$ cat config.mk
export PLATFORM = sky130hd
export DESIGN_NAME = multi_digit_pad_counter
export DESIGN_NICKNAME = d
export VERILOG_FILES = /design/src/rtl/pad_counter_pkg.sv /design/src/rtl/ssd_scan.sv /design/src/rtl/multi_digit_pad_counter.sv
export SDC_FILE = /design/constraint.sdc
export NUM_CORES = 1
export LEC_CHECK = 0
export BUFFER_PORTS_ARGS = -buffer_cell sky130_fd_sc_hd__buf_4
export CAP_MARGIN = 20
export CORE_ASPECT_RATIO = 0.8
export CORE_UTILIZATION = 60
export DETAILED_ROUTE_END_ITERATION = 7
export PLACE_DENSITY_LB_ADDON = 0.05
export REMOVE_ABC_BUFFERS = 1
export SYNTH_ARGS = -nofsm -noshare
export SYNTH_HDL_FRONTEND = slang
export SYNTH_SLANG_ARGS = --single-unit
$ cat constraint.sdc
create_clock -name clk -period 3.9 [get_ports clk]
set_clock_uncertainty 0.15 [all_clocks]
set_input_delay 0 -clock clk [delete_from_list [all_inputs] [get_ports clk]]
set_output_delay 0 -clock clk [all_outputs]
set_load 0.01 [all_outputs]
$ cat src/rtl/pad_counter_pkg.sv
// Shared definitions for the keypad-driven hex counter.
//   key_state_e : debounce/press FSM states
//   key_e       : decoded key codes (UP, CLEAR, DOWN, NONE)
//   SEG_TABLE   : hex digit -> active-low abcdefg glyph
//   decode_pad  : column levels -> key, priority up > clear > down
package pad_counter_pkg;

  typedef enum logic [1:0] {
    ST_IDLE,
    ST_PRESS_DEB,
    ST_HELD,
    ST_REL_DEB
  } key_state_e;

  typedef enum logic [1:0] {
    KEY_UP,
    KEY_CLEAR,
    KEY_DOWN,
    KEY_NONE
  } key_e;

  localparam logic [6:0] SEG_TABLE [16] = '{
    7'b0000001, 7'b1001111, 7'b0010010, 7'b0000110,
    7'b1001100, 7'b0100100, 7'b0100000, 7'b0001111,
    7'b0000000, 7'b0000100, 7'b0001000, 7'b1100000,
    7'b0110001, 7'b1000010, 7'b0110000, 7'b0111000
  };

  // pad[0] = up (*), pad[1] = clear (0), pad[2] = down (#)
  function automatic key_e decode_pad(input logic [0:2] pad);
    if (pad[0])      return KEY_UP;
    else if (pad[1]) return KEY_CLEAR;
    else if (pad[2]) return KEY_DOWN;
    else             return KEY_NONE;
  endfunction

endpackage

$ cat src/rtl/ssd_scan.sv
// Seven-segment scan multiplexer: one digit enabled per scan tick.
//   clk, rst_n : system clock, async active-low reset
//   tick       : one-cycle scan strobe
//   value      : hex value shown, digit 0 in value[3:0]
//   dig        : active-low digit enables, digit i on dig[7-i]
//   ssd        : active-low segments {a..g, dp}, dp held off
module ssd_scan
  import pad_counter_pkg::*;
#(
  parameter int DIGITS = 4
) (
  input  logic                  clk,
  input  logic                  rst_n,
  input  logic                  tick,
  input  logic [4*DIGITS-1:0]   value,
  output logic [7:0]            dig,
  output logic [7:0]            ssd
);

  localparam logic [2:0] LAST_IDX = 3'(DIGITS - 1);

  logic [2:0]  idx_q, idx_d;
  logic [7:0]  dig_q, dig_d;
  logic [7:0]  ssd_q, ssd_d;
  logic [31:0] val_ext;
  logic [3:0]  nib;

  // Digit enable and glyph are both computed from the next index so they
  // land in the same register update.
  always_comb begin
    val_ext = 32'(value);
    idx_d   = idx_q;
    dig_d   = dig_q;
    ssd_d   = ssd_q;
    nib     = 4'd0;
    if (tick) begin
      idx_d = (idx_q == LAST_IDX) ? 3'd0 : idx_q + 3'd1;
      nib   = val_ext[{idx_d, 2'b00} +: 4];
      dig_d = ~(8'h80 >> idx_d);
      ssd_d = {SEG_TABLE[nib], 1'b1};
    end
  end

  always_ff @(posedge clk or negedge rst_n) begin
    if (!rst_n) begin
      idx_q <= 3'd0;
      dig_q <= 8'h7F;
      ssd_q <= {SEG_TABLE[0], 1'b1};
    end else begin
      idx_q <= idx_d;
      dig_q <= dig_d;
      ssd_q <= ssd_d;
    end
  end

  assign dig = dig_q;
  assign ssd = ssd_q;

endmodule

$ cat src/rtl/multi_digit_pad_counter.sv
// Keypad-driven up/down/clear hex counter with multiplexed 7-seg display.
//   clk, rst_n   : system clock, async active-low reset
//   pad          : keypad column levels, active-high {up, clear, down}
//   pad_pos_out  : keypad row drive, constant 1
//   dig, ssd     : active-low digit enables / segments (from ssd_scan)
//   count        : current counter value
//
// state        | meaning
// ST_IDLE      | no key, waiting for a press
// ST_PRESS_DEB | candidate key seen, counting stable ticks
// ST_HELD      | press accepted and acted on, waiting for release
// ST_REL_DEB   | no key seen, counting stable release ticks
module multi_digit_pad_counter
  import pad_counter_pkg::*;
#(
  parameter int SCAN_DIV  = 208_334,
  parameter int DIGITS    = 4,
  parameter int DEB_TICKS = 4,
  parameter int WRAP      = 0
) (
  input  logic                  clk,
  input  logic                  rst_n,
  input  logic [0:2]            pad,
  output logic                  pad_pos_out,
  output logic [7:0]            dig,
  output logic [7:0]            ssd,
  output logic [4*DIGITS-1:0]   count
);

  localparam int               CW       = 4 * DIGITS;
  localparam int               DIV_W    = $clog2(SCAN_DIV);
  localparam logic [DIV_W-1:0] DIV_LAST = DIV_W'(SCAN_DIV - 1);
  localparam logic [3:0]       DEB_LAST = 4'(DEB_TICKS);
  localparam logic [CW-1:0]    CNT_MAX  = '1;

  logic [DIV_W-1:0] div_q, div_d;
  logic             tick;
  key_state_e       state_q, state_d;
  key_e             key, cand_q, cand_d;
  logic [3:0]       deb_q, deb_d;
  logic             fire;
  logic [CW-1:0]    count_q, count_d;

  assign tick = (div_q == DIV_LAST);
  assign div_d = tick ? '0 : div_q + 1'b1;
  assign key = decode_pad(pad);

  always_comb begin
    state_d = state_q;
    cand_d  = cand_q;
    deb_d   = deb_q;
    fire    = 1'b0;
    if (tick) begin
      case (state_q)
        ST_IDLE: begin
          if (key != KEY_NONE) begin
            cand_d = key;
            deb_d  = 4'd1;
            if (deb_d == DEB_LAST) begin
              fire    = 1'b1;
              state_d = ST_HELD;
            end else begin
              state_d = ST_PRESS_DEB;
            end
          end
        end
        ST_PRESS_DEB: begin
          if (key == cand_q) begin
            deb_d = deb_q + 4'd1;
            if (deb_d == DEB_LAST) begin
              fire    = 1'b1;
              state_d = ST_HELD;
            end
          end else begin
            deb_d   = 4'd0;
            state_d = ST_IDLE;
          end
        end
        ST_HELD: begin
          if (key == KEY_NONE) begin
            deb_d   = 4'd1;
            state_d = (deb_d == DEB_LAST) ? ST_IDLE : ST_REL_DEB;
          end
        end
        ST_REL_DEB: begin
          if (key == KEY_NONE) begin
            deb_d = deb_q + 4'd1;
            if (deb_d == DEB_LAST) state_d = ST_IDLE;
          end else begin
            deb_d   = 4'd0;
            state_d = ST_HELD;
          end
        end
        default: state_d = ST_IDLE;
      endcase
    end
  end

  // On a fire, the current key equals the debounced candidate.
  always_comb begin
    count_d = count_q;
    if (fire) begin
      case (key)
        KEY_UP:    if (count_q != CNT_MAX || WRAP != 0) count_d = count_q + 1'b1;
        KEY_DOWN:  if (count_q != '0 || WRAP != 0)      count_d = count_q - 1'b1;
        KEY_CLEAR: count_d = '0;
        default:   count_d = count_q;
      endcase
    end
  end

  always_ff @(posedge clk or negedge rst_n) begin
    if (!rst_n) begin
      div_q   <= '0;
      state_q <= ST_IDLE;
      cand_q  <= KEY_NONE;
      deb_q   <= 4'd0;
      count_q <= '0;
    end else begin
      div_q   <= div_d;
      state_q <= state_d;
      cand_q  <= cand_d;
      deb_q   <= deb_d;
      count_q <= count_d;
    end
  end

  ssd_scan #(
    .DIGITS(DIGITS)
  ) u_scan (
    .clk  (clk),
    .rst_n(rst_n),
    .tick (tick),
    .value(count_q),
    .dig  (dig),
    .ssd  (ssd)
  );

  assign pad_pos_out = 1'b1;
  assign count       = count_q;

endmodule

==> impl_metrics.toml, run 1 <==
[power_and_ir_drop]
p_sw_share_pct = 26.53
clock_power_share_pct = 43.3
p_total_w = 0.001185
power_switching_w = 0.0003145
internal_power_w = 0.0008709
p_seq_share_pct = 52.6
power.density_mw_per_mm2 = 271.1
p_comb_share_pct = 4.0
p_leak_nw = 1.930
vdd_drop_max_v = 0.0002565

[worst_setup_path]
cp.required_ns = 4.05
reg2reg_to = "cand_q[0]$_DFFE_PN1P_"
critPathKind = "flop to flop"
end_kind = "flop"
reg2reg_from = "div_q[9]$_DFF_PN0_"
critical_path.max_fanout = 11
reg2reg_depth = 7
cp-start-kind = "flop"
arrival_ns = 3.27
reg2reg_slack_ns = 0.78

[placed_design]
placed_cell_area_mm2 = 0.004146
portBuffers = 35
hpwl_mm = 6.139
dpl_worst_slack_ns = 0.8350
place_congestion = 0.8916

[die]
rows = 25
die_h_um = 73.89
ios = 38
start_util_pct = 63.88
die-area_mm2 = 0.006788
coreArea_mm2 = 0.006068
die_w_um = 91.87

[timing]
rsz0062_at_grt = "no"
relSlewSlack_pct = 40.66
finalHoldViolCount = 0
post-route-period-util_pct = 79.90
fin_crit_ns = 3.116
fin_setup_tns_ns = 0
fmax_mhz = 320.9
slew_violations = 0
fin_ws_ns = 0.7837
worst_slew_pin_slew_ns = 0.8883
final-setup-viol-count = 0

[status]
status = "finished, final reports clean"

[route]
dr.pass1.iters = 5
via_per_inst = 6.161
drt_iter0_markers = 171
routed_wirelength_mm = 8.956
wl_per_cell_um = 16.02
drc_errors = 0
antenna_left = 0
vias = 3444

[grt]
track_usage_pct = 29.15
grt_start_max_net_pins = 61
antenna_found_initial = 0
grt_overflow = 0
grt_first_pass_wirelength_mm = 15.22
grt_pass1_vias = 3112

[clocking]
cts_sinks = 60
clockBufferDepth = 2
worstSkewPairLatency_ns = 0.35
cts_root_buf = "clkbuf_8"
clk_pin_slew_ns = 0.08
cts_resized = 0
hold_buffers = 5
cts_setup_buffers = 0
cts_tree = "built"
numCtsBuffers = 9
cts_htree_levels = 3

[hold_path]
min_path_type = "input port to async pin"

[logic_synthesis]
synth_common_cells = "nor2_1, dfrtp_1, nand2_1"
yosysSeqAreaShare_pct = 39.06
syn_area_mm2 = 0.003876
synth_ff_type = "dfrtp_1"
synth_area_per_cell_um2 = 8.672
synthTopCellsByArea = "dfrtp_1, dfstp_2, nor2_1, ha_1, nand2_1"
ys_types = 65
synth_top_area_share_pct = 32.28
synth_edf_count = 0
yosysTopAreaCell = "dfrtp_1"
yosys_warnings = 0
yosysMostFrequentCell = "nor2_1"
syn_inst = 447
ys_async_sr_fraction_pct = 100.0
ys_ff_latch = 60

[run]
cap_violations = 0

[final_layout]
nNetsFinal = 494
fin_area_mm2 = 0.004372
drive_above_1_share_pct = 16.32
diodes = 0
area_delta_synth_final_pct = 12.78
post-route-util_pct = 72.04
nFillCells = 497
[layout by cell type, fill, tap and decap left out, types with 3 or more instances in the layout]
cell type | Yosys | final
and4_1 | 4 | 4
dfstp_2 | 10 | 10
nor3_1 | 21 | 21
clkbuf_8 | 0 | 9
o21ai_0 | 25 | 25
inv_1 | 16 | 16
nand4_1 | 4 | 4
nor2_1 | 54 | 54
mux2i_1 | 11 | 11
o31ai_1 | 11 | 11
xnor2_1 | 11 | 11
o21a_1 | 3 | 3
nor3b_1 | 3 | 3
xor2_1 | 9 | 9
ha_1 | 16 | 16
dlygate4sd3_1 | 0 | 5
dfrtp_1 | 50 | 50
and2_1 | 7 | 7
buf_4 | 2 | 38
nand2_1 | 35 | 35
a21oi_1 | 18 | 18
nand2b_1 | 7 | 7
nor4_1 | 3 | 3
and3_1 | 6 | 6
a211oi_1 | 3 | 3
nand3_1 | 15 | 15
or2_2 | 6 | 6
a21boi_0 | 3 | 3
o22ai_1 | 5 | 5
or4_1 | 4 | 4
a31oi_1 | 13 | 13
nor2b_1 | 7 | 7
[power groups by stage]
stage | Sequential, W | Combinational [W] | Clock, W
final | 0.000624 | 0.0000479 | 0.000514
after global routing | 0.000624 | 0.0000545 | 0.000548
after CTS | 0.000624 | 0.0000485 | 0.000524
after detailed placement | 0.000635 | 0.0000460 | 0
after global placement | 0.000635 | 0.0000452 | 0
after floorplan | 0.000635 | 0.0000213 | 0
[critical path: stages (launching register included)]
cell and delay [ns]:
dfrtp_1 0.42, or4b_1 0.55, nor3_2 0.28, nand2_1 0.36, nor3_1 0.47, a2bb2oi_1 0.14, o22ai_1 0.13, dlygate4sd3_1 0.56
[area by class of cell]
class | count | area [µm²] | area share (%)
clock buffer | 9 | 123.9 | 2.833
sequential | 60 | 1514 | 34.63
timing repair buffer | 43 | 335.3 | 7.670
multi-input combinational | 343 | 2186 | 50.00
clock inverter | 7 | 51.30 | 1.173
inverter | 16 | 60.06 | 1.374
tap | 81 | 101.3 | 2.318
[through the flow]
stage,hold WS (ns),instances
global route,0.1668,559
global placement,-0.03151,538
CTS,0.1090,559
floorplan,-0.4456,419
finish,0.1152,559
detailed placement,-0.02448,538
[state kept, by name, indices dropped and copies added (netlist names)]
name / count
div_q: 18
count: 16
u_scan.dig: 8
u_scan.ssd: 7
deb_q: 4
u_scan.idx_q: 3
cand_q: 2
state_q: 2
[worst max path at each step]
stage	cells after the start	end	from	slack [ns]
after floorplan	5	deb_q[3]$_DFFE_PN0P_	div_q[9]$_DFF_PN0_	1.05
after global placement	7	count[6]$_DFFE_PN0P_	deb_q[0]$_DFFE_PN0P_	0.94
after detailed placement	12	u_scan.ssd[2]$_DFFE_PN0N_	u_scan.idx_q[0]$_DFFE_PN0N_	0.84
after CTS	12	u_scan.ssd[2]$_DFFE_PN0N_	u_scan.idx_q[0]$_DFFE_PN0N_	0.81
after global routing	12	u_scan.ssd[2]$_DFFE_PN0N_	u_scan.idx_q[0]$_DFFE_PN0N_	0.48
final	7	cand_q[0]$_DFFE_PN1P_	div_q[9]$_DFF_PN0_	0.78
[cells by family (layout without fill, tap and decap cells)]
logic type / Yosys count / count (layout) / synth area share, %
simple gates: 189 / 189 / 25.11
buf+inv: 45 / 75 / 4.648
flops: 60 / 60 / 39.06
xor+xnor: 20 / 20 / 4.519
other cells: 1 / 2 / 0.09674
fa+ha+maj: 16 / 16 / 5.165
compound gates: 102 / 102 / 17.11
mux: 14 / 14 / 4.293
[per-layer routing]
layer | track usage, % | part of all wire, % | up-vias | routed length [µm]
met5 | 0 | 0 | - | 0
met3 | 7.867 | 5.9 | 14 | 532
met4 | 9.201 | 1.4 | 0 | 129
li1 | - | - | 1660 | -
met2 | 45.44 | 46 | 127 | 4113
met1 | 39.87 | 47 | 1643 | 4180
Note: power is estimated with default switching activity, not from simulation.
==> inputs of run 2 (changes only) <==
--- a/config.mk
+++ b/config.mk
@@ -5,6 +5,7 @@
 export SDC_FILE = /design/constraint.sdc
 export NUM_CORES = 1
 export LEC_CHECK = 0
+export ABC_AREA = 1
 export BUFFER_PORTS_ARGS = -buffer_cell sky130_fd_sc_hd__buf_4
 export CAP_MARGIN = 20
 export CORE_ASPECT_RATIO = 0.8
==> constraint.sdc (replaced) <==
create_clock -name clk -period 2.9 [get_ports clk]
set_clock_uncertainty 0.15 [all_clocks]
set_input_delay 0 -clock clk [delete_from_list [all_inputs] [get_ports clk]]
set_output_delay 0 -clock clk [all_outputs]
set_load 0.01 [all_outputs]
==> impl_metrics.toml, run 2 <==
[status]
status = "finished, final reports clean"

[route]
via_per_inst = 5.610
vias = 4213
drt_iter0_markers = 267
drc_errors = 0
wl_per_cell_um = 14.18
antenna_left = 0
dr.pass1.iters = 5
routed_wirelength_mm = 10.65

[logic_synthesis]
yosys_warnings = 0
yosysMostFrequentCell = "nand2_1"
yosysTopAreaCell = "dfrtp_1"
yosysSeqAreaShare_pct = 34.89
synthTopCellsByArea = "dfrtp_1, nand2_1, nand3_1, inv_1, dfstp_2"
synth_ff_type = "dfrtp_1"
ys_types = 42
synth_top_area_share_pct = 28.84
ys_async_sr_fraction_pct = 100.0
ys_ff_latch = 60
syn_area_mm2 = 0.004339
synth_edf_count = 0
synth_common_cells = "nand2_1, inv_1, nand3_1"
synth_area_per_cell_um2 = 7.010
syn_inst = 619

[final_layout]
post-route-util_pct = 70.33
diodes = 0
multi_input_area_mm2 = 0.002379
area_delta_synth_final_pct = 12.25
instances_no_fill = 751
layout_commonest_cell = "nand2_1"
regMostFlops = "div_q"
drive_above_1_share_pct = 16.42
regArea_mm2 = 0.001514
nNetsFinal = 680
mostFrequentLayoutCells = "nand2_1, inv_1, nand3_1, nor2_1, dfrtp_1"
largest_reg_flops = 18
nFillCells = 586

[power_and_ir_drop]
vdd_drop_max_v = 0.0003085
p_leak_nw = 2.489
power.density_mw_per_mm2 = 358.0

[timing]
finalHoldViolCount = 0
fmax_mhz = 406.3
fin_ws_ns = 0.4388
post-route-period-util_pct = 84.87
worst_slew_pin_slew_ns = 0.7567
slew_violations = 0
relSlewSlack_pct = 49.55
rsz0062_at_grt = "no"
final-setup-viol-count = 0
fin_setup_tns_ns = 0
fin_crit_ns = 2.461

[clocking]
clk_pin_slew_ns = 0.08
clockBufferDepth = 2
cts_resized = 0
numCtsBuffers = 9
cts_sinks = 60
cts_htree_levels = 3
worstSkewPairLatency_ns = 0.35
cts_tree = "built"
cts_root_buf = "clkbuf_8"

[die]
start_util_pct = 62.66
die_h_um = 78.06
die-area_mm2 = 0.007578
coreArea_mm2 = 0.006925
ios = 38
rows = 27
die_w_um = 97.08

[grt]
antenna_found_initial = 0
grt_pass1_vias = 3837
grt_overflow = 0
grt_start_max_net_pins = 61
grt_first_pass_wirelength_mm = 17.73
track_usage_pct = 29.63

[placed_design]
dpl_worst_slack_ns = 0.4565
portBuffers = 35
post-place-cells = 731
place_congestion = 0.9165
hpwl_mm = 7.670

[worst_setup_path]
critical_path.max_fanout = 12
slowest_stage = "dfrtp_1"
cp.required_ns = 2.99
cp-start-kind = "flop"
end_kind = "flop"
max_stage_delay_ns = 0.43
critPathKind = "flop to flop"
cpMostUsedCell = "nand3_1"
worstPathCellList = "ha_1 -> nand2_1 -> nand2_1 -> a21oi_1 -> o21ai_0 -> nand3_1 -> inv_1 -> ha_1 -> nand3_1 -> nand3_1 -> nand3_1 -> nand2_1"
arrival_ns = 2.55

[hold_path]
min_path_type = "input port to async pin"

[run]
cap_violations = 0
-- run 2: changes by cell type after synthesis, sizes merged, moves of 9 or more --
| cell | before | now |
|---|---|---|
| nor3 | 22 | 7 |
| nand3 | 16 | 76 |
| nor2 | 54 | 63 |
| nand4 | 4 | 15 |
| nand2 | 35 | 187 |
| mux2i | 11 | 1 |
| inv | 16 | 85 |
| clkbuf | 24 | 2 |
| o31ai | 11 | 0 |
| buf | 5 | 14 |
| xnor2 | 11 | 1 |
-- run 2: per-stage QoR --
step,instance area [µm²],power [W],hold WS (ns)
6_report,4871,0.001744,0.08011
5_1_grt,4871,0.001816,0.1146
4_1_cts,4871,0.001761,0.06482
3_5_place_dp,4628,0.0009521,-0.03248
3_3_place_gp,4628,0.0009502,-0.03394
2_1_floorplan,4219,0.0009112,-0.4456
-- run 2: layout make-up --
cell class	instances	area share, %
multi-input combinational	457	48.83
sequential	60	31.08
tap	87	2.235
clock inverter	4	0.9761
timing repair buffer	44	6.987
inverter	87	6.704
clock buffer	12	3.185
-- run 2: kinds of logic (layout without fill, tap and decap cells) --
group	after synthesis	count (layout)	synth area share, %
AO/OA/AOI/OAI	67	67	9.228
buffers and inverters	103	147	10.38
adder cells (fa/ha/maj)	16	16	4.614
flip-flops	60	60	34.89
multiplexers	1	1	0.2307
XOR/XNOR	13	13	2.624
other	1	2	0.08642
AND/OR/NAND/NOR	358	358	37.95
-- run 2: final timing paths --
path | from | to | slack, ns | cells past startpoint
setup / recovery | u_scan.idx_q[0]$_DFFE_PN0N_ | u_scan.ssd[4]$_DFFE_PN0N_ | 0.44 | 12
hold / removal | rst_n | count[0]$_DFFE_PN0P_ | 0.08 | 2
setup reg to reg | u_scan.idx_q[0]$_DFFE_PN0N_ | u_scan.ssd[4]$_DFFE_PN0N_ | 0.44 | 12
hold reg to reg | u_scan.ssd[1]$_DFFE_PN1N_ | u_scan.ssd[1]$_DFFE_PN1N_ | 0.33 | 2
max in group asynchronous | rst_n | deb_q[2]$_DFFE_PN0P_ | 1.98 | 2
min in group clk | pad[2] | count[13]$_DFFE_PN0P_ | 0.09 | 6
-- run 2: repair_timing --
item,CTS,global route
endpoints found under the hold margin,53,0
hold buffers,4,0
setup buffers,0,0
-- run 2: worst max-delay path: cells and delay by family (launching register included) --
kind / cells / cell delay, ns
fa+ha+maj: 2 / 0.49
flops: 1 / 0.43
compound gates: 2 / 0.29
buf+inv: 1 / 0.12
simple gates: 7 / 0.86
-- run 2: power breakdown --
part	switching [W]	internal, W
combinational	0.0000751	0.0000298
clock	0.000360	0.000441
sequential	0	0.000837
-- run 2: metal layers --
metal	up-vias	track usage [%]	share of wire, %
met5	-	0	0
met4	0	10.15	2.1
met3	22	6.768	7.5
met2	160	48.66	45
met1	1949	38.84	46
li1	2082	-	-
==> inputs of run 3 (changes only) <==
==> constraint.sdc (replaced) <==
create_clock -name clk -period 2.5 [get_ports clk]
set_clock_uncertainty 0.15 [all_clocks]
set_input_delay 0 -clock clk [delete_from_list [all_inputs] [get_ports clk]]
set_output_delay 0 -clock clk [all_outputs]
set_load 0.01 [all_outputs]
==> impl_metrics.toml, run 3 (synthesis results as in run 2) <==
[final_layout]
drive_above_1_share_pct = 18.24
layout_commonest_cell = "nand2_1"
nNetsFinal = 685
multi_input_area_mm2 = 0.002410
area_delta_synth_final_pct = 14.16
post-route-util_pct = 71.53
regArea_mm2 = 0.001515
largest_reg_flops = 18
regMostFlops = "div_q"
nFillCells = 591
diodes = 0
mostFrequentLayoutCells = "nand2_1, inv_1, nand3_1, nor2_1, dfrtp_1"
fin_area_mm2 = 0.004954

[clocking]
worstSkewPairLatency_ns = 0.35
cts_htree_levels = 3
cts_tree = "built"
cts_root_buf = "clkbuf_8"
numCtsBuffers = 9
cts_setup_buffers = 0
clk_pin_slew_ns = 0.07
clockBufferDepth = 2
cts_sinks = 60

[worst_setup_path]
critPathKind = "flop to flop"
endpoint = "cand_q[0]$_DFFE_PN1P_"
reg2reg_depth = 7
reg2reg_to = "cand_q[0]$_DFFE_PN1P_"
arrival_ns = 2.42
critical_path.max_fanout = 7
cp-start-kind = "flop"
reg2reg_from = "div_q[0]$_DFF_PN0_"
cp-startpoint = "div_q[0]$_DFF_PN0_"
reg2reg_slack_ns = 0.19
cp.required_ns = 2.61
end_kind = "flop"

[timing]
fmax_mhz = 433.3
final-setup-viol-count = 0
slew_violations = 0
fin_setup_tns_ns = 0
relSlewSlack_pct = 49.53
finalHoldViolCount = 0
post-route-period-util_pct = 92.31
fin_crit_ns = 2.308
rsz0062_at_grt = "no"
worst_slew_pin_slew_ns = 0.7570

[die]
start_util_pct = 62.66
die-area_mm2 = 0.007578
rows = 27
die_h_um = 78.06
coreArea_mm2 = 0.006925
ios = 38
die_w_um = 97.08

[grt]
antenna_found_initial = 0
met3_usage_pct = 8.014
grt_overflow = 0
top_usage_layer = "met2"
use_met2_pct = 47.46
track_usage_pct = 29.84
grt_pass1_vias = 3935
grt_start_max_net_pins = 61
grt_first_pass_wirelength_mm = 17.95
use_met1_pct = 38.79

[placed_design]
place_congestion = 0.9540
portBuffers = 35
placed_cell_area_mm2 = 0.004678
hpwl_mm = 7.796

[power_and_ir_drop]
p_seq_share_pct = 48.5
internal_power_w = 0.001518
p_comb_share_pct = 6.1
vdd_drop_max_v = 0.0003299
clock_power_share_pct = 45.4
power.density_mw_per_mm2 = 404.5
p_sw_share_pct = 24.24
power_switching_w = 0.0004858
p_leak_nw = 2.514

[route]
routed_wirelength_mm = 10.71
via_per_inst = 5.579
drt_iter0_markers = 357
vias = 4218
antenna_left = 0
wl_per_cell_um = 14.17
dr.pass1.iters = 5
drc_errors = 0

[run]
cap_violations = 0

[status]
status = "finished, final reports clean"

[hold_path]
min_path_type = "input port to flop"
run 3: worst max-delay path, stage by stage (launching register included):
cell     delay (ns)
dfrtp_1        0.46
ha_1           0.21
inv_1          0.06
nor4_1         0.25
nand4_1        0.35
inv_1          0.29
nand3_1        0.20
o21ai_0        0.25
run 3: power by group through the flow:
stage	Sequential [W]	Combinational [W]	Clock, W
6_report	0.000971	0.000123	0.000910
5_1_grt	0.000971	0.000139	0.000957
3_5_place_dp	0.000989	0.000116	0
4_1_cts	0.000971	0.000122	0.000927
2_1_floorplan	0.000989	0.0000677	0
3_3_place_gp	0.000989	0.000113	0
run 3: how the worst min path moves through the flow:
stage,endpoint,from,cells after the start
after floorplan,count[0]$_DFFE_PN0P_,rst_n,0
after global placement,count[5]$_DFFE_PN0P_,rst_n,1
after detailed placement,count[4]$_DFFE_PN0P_,rst_n,1
after CTS,count[13]$_DFFE_PN0P_,pad[2],6
after global routing,count[13]$_DFFE_PN0P_,pad[2],6
final,count[11]$_DFFE_PN0P_,pad[2],6
run 3: repair_timing:
action,CTS,global route
hold endpoints to repair,52,0
pin swaps,0,1
endpoints found under the setup margin,2,7
hold buffers,4,0
resized for setup,1,10
run 3: final cells by class:
| cell class | instances | share of cell area [%] |
|---|---|---|
| multi-input cells | 457 | 48.65 |
| well taps | 87 | 2.198 |
| repair buffers | 49 | 7.881 |
| inverters | 87 | 6.593 |
| flip-flops and latches | 60 | 30.59 |
| clock buffers | 12 | 3.132 |
| clock inverters | 4 | 0.9598 |
run 3: routing by layer:
layer  share of wire, %  up-vias
li1                   -     2082
met1                 44     1941
met2                 45      168
met3                9.1       27
met4                2.1        0
met5                  0        -
run 3: metrics by stage:
stage,hold WS (ns),total power [W],setup WS [ns],instances
final,0.09502,0.002004,0.1921,756
after global routing,0.1176,0.002067,0.02791,756
after CTS,0.06673,0.002019,0.05903,756
after detailed placement,-0.02783,0.001105,0.01081,736
after global placement,-0.03585,0.001102,0.1968,736
after floorplan,-0.4456,0.001057,0.2114,604
